File: config.mk
export PLATFORM = sky130hd
export DESIGN_NAME = ifetch_prefetch_ctrl
export DESIGN_NICKNAME = d
export VERILOG_FILES = /design/src/rtl/ifetch_prefetch_ctrl.sv
export SDC_FILE = /design/constraint.sdc
export NUM_CORES = 1
export LEC_CHECK = 0
export ABC_AREA = 1
export CORE_MARGIN = 2
export CORE_UTILIZATION = 35
export CTS_BUF_LIST = sky130_fd_sc_hd__clkbuf_8 sky130_fd_sc_hd__clkbuf_16
export DETAILED_ROUTE_END_ITERATION = 16
export GPL_ROUTABILITY_DRIVEN = 0
export PLACE_DENSITY_LB_ADDON = 0.1
export SETUP_SLACK_MARGIN = 0.15
export SLEW_MARGIN = 20
export SYNTH_ARGS = -nofsm -noshare
export SYNTH_HDL_FRONTEND = slang
export SYNTH_SLANG_ARGS = --single-unit
File: constraint.sdc
create_clock -name Clk -period 4 [get_ports Clk]
set_input_delay 1.2 -clock Clk [delete_from_list [all_inputs] [get_ports Clk]]
set_output_delay 1.2 -clock Clk [all_outputs]
set_load 0.01 [all_outputs]
File: src/rtl/ifetch_prefetch_ctrl.sv
// Instruction fetch sequencer with a DEPTH-entry prefetch queue and redirect flush.
// Optional misaligned-redirect trap is built when IFETCH_MISALIGN_TRAP_EN is defined.
module ifetch_prefetch_ctrl #(
  parameter int                ADDR_W   = 10,
  parameter int                DEPTH    = 4,
  parameter logic [ADDR_W-1:0] RESET_PC = '0
) (
  input  logic                       Clk,
  input  logic                       ResetN,
  output logic [ADDR_W-1:0]          ReadAddress,
  input  logic [31:0]                Instruction,
  input  logic                       Redirect,
  input  logic [ADDR_W-1:0]          RedirectPC,
  input  logic                       Halt,
  output logic                       InstrValid,
  input  logic                       InstrReady,
  output logic [31:0]                InstrOut,
  output logic [ADDR_W-1:0]          InstrPC,
  output logic [$clog2(DEPTH):0]     QueueCount,
  output logic                       MisalignErr
);

  localparam int PW = $clog2(DEPTH);
  localparam int CW = PW + 1;

`ifdef IFETCH_MISALIGN_TRAP_EN
  typedef enum logic [1:0] {S_RUN, S_IDLE, S_TRAP} state_t;
`else
  typedef enum logic [0:0] {S_RUN, S_IDLE} state_t;
`endif

  state_t              state_q;
  logic [ADDR_W-1:0]   fetch_pc_q;
  logic [PW-1:0]       rd_ptr_q;
  logic [PW-1:0]       wr_ptr_q;
  logic [CW-1:0]       count_q;
  logic [31:0]         instr_mem [DEPTH];
  logic [ADDR_W-1:0]   pc_mem    [DEPTH];

  logic                pop;
  logic                full;
  logic                enq;
  logic [ADDR_W-1:0]   redir_tgt_d;
  state_t              redir_state_d;

  assign pop           = (count_q != '0) & InstrReady;
  assign full          = (count_q == CW'(DEPTH));
  assign enq           = (state_q == S_RUN) & ~Halt & ~Redirect & (~full | pop);
  assign redir_tgt_d   = RedirectPC & ~ADDR_W'(3);
  assign redir_state_d = Halt ? S_IDLE : S_RUN;

`ifdef IFETCH_MISALIGN_TRAP_EN
  logic misalign_q;
  logic misaligned;
  assign misaligned  = (RedirectPC[1:0] != 2'b00);
  assign MisalignErr = misalign_q;
`else
  assign MisalignErr = 1'b0;
`endif

  always_ff @(posedge Clk) begin
    if (!ResetN) begin
      state_q    <= S_RUN;
      fetch_pc_q <= RESET_PC;
      rd_ptr_q   <= '0;
      wr_ptr_q   <= '0;
      count_q    <= '0;
`ifdef IFETCH_MISALIGN_TRAP_EN
      misalign_q <= 1'b0;
`endif
    end else if (Redirect) begin
      // A same-cycle pop has already been taken by decode; the flush discards the rest.
      rd_ptr_q <= '0;
      wr_ptr_q <= '0;
      count_q  <= '0;
`ifdef IFETCH_MISALIGN_TRAP_EN
      if (state_q == S_TRAP) begin
        state_q <= S_TRAP;
      end else if (misaligned) begin
        misalign_q <= 1'b1;
        state_q    <= S_TRAP;
      end else begin
        fetch_pc_q <= redir_tgt_d;
        state_q    <= redir_state_d;
      end
`else
      fetch_pc_q <= redir_tgt_d;
      state_q    <= redir_state_d;
`endif
    end else begin
      case (state_q)
        S_RUN:   if (Halt)  state_q <= S_IDLE;
        S_IDLE:  if (!Halt) state_q <= S_RUN;
        default: state_q <= state_q;
      endcase
      if (enq) begin
        wr_ptr_q   <= wr_ptr_q + 1'b1;
        fetch_pc_q <= fetch_pc_q + ADDR_W'(4);
      end
      if (pop) begin
        rd_ptr_q <= rd_ptr_q + 1'b1;
      end
      if (enq && !pop) begin
        count_q <= count_q + 1'b1;
      end else if (pop && !enq) begin
        count_q <= count_q - 1'b1;
      end
    end
  end

  // Queue storage carries no reset; occupancy is tracked by the pointers and count.
  always_ff @(posedge Clk) begin
    if (enq) begin
      instr_mem[wr_ptr_q] <= Instruction;
      pc_mem[wr_ptr_q]    <= fetch_pc_q;
    end
  end

  assign ReadAddress = fetch_pc_q;
  assign QueueCount  = count_q;
  assign InstrValid  = (count_q != '0);
  assign InstrOut    = InstrValid ? instr_mem[rd_ptr_q] : 32'd0;
  assign InstrPC     = InstrValid ? pc_mem[rd_ptr_q] : '0;

endmodule

==> results by group <==
Outcome
  – Outcome: finished, final reports clean

Timing
  – Fin crit share: between 90% and 100%
  – Worst slew pin tran: between 900 and 1000 ps
  – Final hold vios: 0
  – Setup TNS: 0 ps
  – Min Tclk post-route: 3670 ps
  – Slew headroom: 38.1%
  – Achievable Freq: 272 MHz
  – Setup violations, final: 0
  – Fin worst setup slack: between 300 and 400 ps
  – Final Skew: about 16 ps
  – Max-slew violations: 0
  – RSZ-0062 raised after global routing: no

Routing
  – Via density: 4.65
  – Routed wire length: 16.4 mm
  – DRT antenna net count: 0
  – WL/cell: 16.2 µm
  – DRC: 0
  – Drt first pass iters: 4
  – Routed vias: 4707
  – DRC marker count from the first detailed-route iteration: 286

Global routing
  – Vias in the first global route: around 4800
  – Congestion Overflow GR: 0
  – Initial antenna violation count: 0
  – First-pass GRT wire length: 25.8 mm
  – Largest net degree at the start of global routing: 53
  – Total GRT Usage: between 15 and 20%

Power and ir drop
  – Power Density: 446 nW/µm²
  – Lkg Pwr: 3.15 nW
  – Peak supply drop: between 0.0002 and 0.0003 V

Synth
  – Netlist cell types: 26
  – Post-synthesis compound-gate area fraction: 9.71%
  – Xor and xnor fraction of the mapped netlist area: less than 1%
  – Main combinational cell family by area after synthesis: simple AND/OR/NAND/NOR gates
  – Mapped cell area: 7210 µm²
  – Syn Inst Count: 632
  – Share of the synthesized area in the top cell type: 66.6%
  – Mux share of post-synthesis cell area: 0%
  – Post-Synth Simple-Gate Area: between 10% and 20%
  – Adder-cell share of the synthesized area: under 10%
  – Register area share after synthesis: 71.6%
  – Number of synthesis warnings: 0
  – Syn avg cell area: 11.4 µm²
  – Post-synth top area cell: edfxtp_1
  – Yosys reg bits: between 150 and 200
  – Main area contributors after synthesis: edfxtp_1 67%, nor2_1 9.7%, o21ai_0 5.1%

Clock tree
  – Clock latency on the worst-skew pair: 420 ps
  – Clock Tree Buf Depth: 2
  – Clk sink count: 178
  – CTS tree: done
  – CTS Hold Buffers Added: 0
  – Clock buffers created by TritonCTS: 17
  – Root Buffer Master: clkbuf_16
  – Worst-path clk slew: roughly 60 ps
  – # H-tree levels: 4

Finish
  – Nets@finish: between 700 and 800
  – Footprint of the multi-input gates: 1790 µm²
  – Most frequent cells in the layout: 183 x nor2_1, 160 x edfxtp_1, 96 x clkdlybuf4s50_1
  – Commonest non-fill, non-tap cell in the layout: nor2_1
  – Layout cell share with drive strength beyond 1: roughly 7.8%
  – Register area: 5170 µm²
  – Synth-to-Final Area Change: 26.1%
  – N_diodes: 0
  – Fillers: 1827

Floorplan
  – Row count: 52
  – Initial Util: 35.6%
  – Die width: around 150 µm
  – Die Y-Extent: 148 µm
  – I/O Pins: 104
  – Core ar.: 20200 µm²
  – Die ar.: 21800 µm²

Setup path
  – Largest fanout on the critical path: 22
  – Worst EP required: 2800 ps
  – Class of the most critical setup path: register to output port
  – Arrival time worst endpoint: roughly 2500 ps
  – CP Launch Type: register
  – CP Capture Type: output port

Place
  – IO buf count: 96
  – Dpl ws: ~660 ps
  – Post-DP HPWL: 9.35 mm

Min path
  – HP Class: register to register

Flow run
  – Maxcap violations: 0
-- critical path, stage by stage, from the launching register on --
cell and delay (ps):
dfxtp_4 520, buf_4 320, nor2_1 80, nor2_1 80, o21ai_1 70, a21oi_1 360, clkdlybuf4s50_1 620
-- synthesized netlist by cell type --
| master | instances |
|---|---|
| a21oi_1 | 49 |
| buf_1 | 1 |
| buf_2 | 9 |
| buf_4 | 6 |
| buf_6 | 2 |
| clkbuf_1 | 20 |
| clkinv_4 | 1 |
| conb_1 | 1 |
| dfxtp_1 | 18 |
| edfxtp_1 | 160 |
| fa_1 | 1 |
| ha_1 | 6 |
| inv_1 | 26 |
| inv_2 | 1 |
| nand2_1 | 35 |
| nand2_2 | 2 |
| nand3_1 | 12 |
| nand3b_1 | 1 |
| nor2_1 | 187 |
| nor2_4 | 1 |
| nor3_1 | 1 |
| o21a_1 | 2 |
| o21ai_0 | 74 |
| o21ai_1 | 14 |
| xnor2_1 | 1 |
| xor2_1 | 1 |
-- final timing paths --
path,start,endpoint,slack [ps],cells after the start
setup reg to reg,QueueCount[1],QueueCount[2],2050,12
hold / removal,rd_ptr_q[1],register,460,2
setup / recovery,register,InstrPC[2],330,6
hold reg to reg,rd_ptr_q[1],register,460,2
-- metal layers --
layer | vias up | share of wire, % | GRT usage [%]
met1 | 2226 | 46 | 21.2
met5 | - | 0 | 0
met2 | 110 | 49 | 25.0
met3 | 8 | 4.6 | 3.49
met4 | 0 | 0.70 | 5.43
li1 | 2363 | - | -
-- cell families (layout without fill, tap and decap cells) --
logic type                 after synthesis  in the layout
AOI/OAI and AO/OA                      139            139
xor gates and xnor gates                 2              2
adders and majority gates                7              7
buffers and inverters                   66            172
DFF                                    178            178
other                                    1              5
and+or+nand+nor                        239            239
-- state kept, by name, summed over array words and instances, names as in the netlist, named ones only --
register and count:
rd_ptr_q 2, wr_ptr_q 2, ReadAddress 8, pc_mem 32, QueueCount 3, instr_mem 128, state_q 1
-- what timing repair did --
action	4_1_cts	5_1_grt
gates resized for setup	0	2
endpoints found under the setup margin	0	16
setup buffers	0	1
-- final cells by class --
type	instances	area share [%]
timing repair buffer	113	12.2
inverter	28	1.24
multi-input combinational	392	19.7
clock buffer	17	4.68
clock inverter	14	1.62
sequential	178	56.9
tap	270	3.71
-- metrics by stage --
stage | std cells | util (%) | power (W) | hold slack, ps | cell area (µm²)
after floorplan | 636 | - | 0.00229 | 433 | 7230
after global placement | 980 | 42.0 | 0.00249 | 436 | 8500
after detailed placement | 980 | 42.0 | 0.00249 | 454 | 8500
after CTS | 1011 | 44.9 | 0.00411 | 464 | 9080
after global routing | 1012 | 44.9 | 0.00423 | 477 | 9090
final | 1012 | 44.9 | 0.00406 | 461 | 9090
-- where the power goes --
| part | switching, W | total, W | leakage (nW) | internal [W] |
|---|---|---|---|---|
| clock | 0.000641 | 0.00161 | 0.288 | 0.000965 |
| combinational | 0.000195 | 0.000365 | 1.25 | 0.000170 |
| sequential | 0.0000246 | 0.00209 | 1.61 | 0.00206 |
Power figures use the tool's default switching activity.
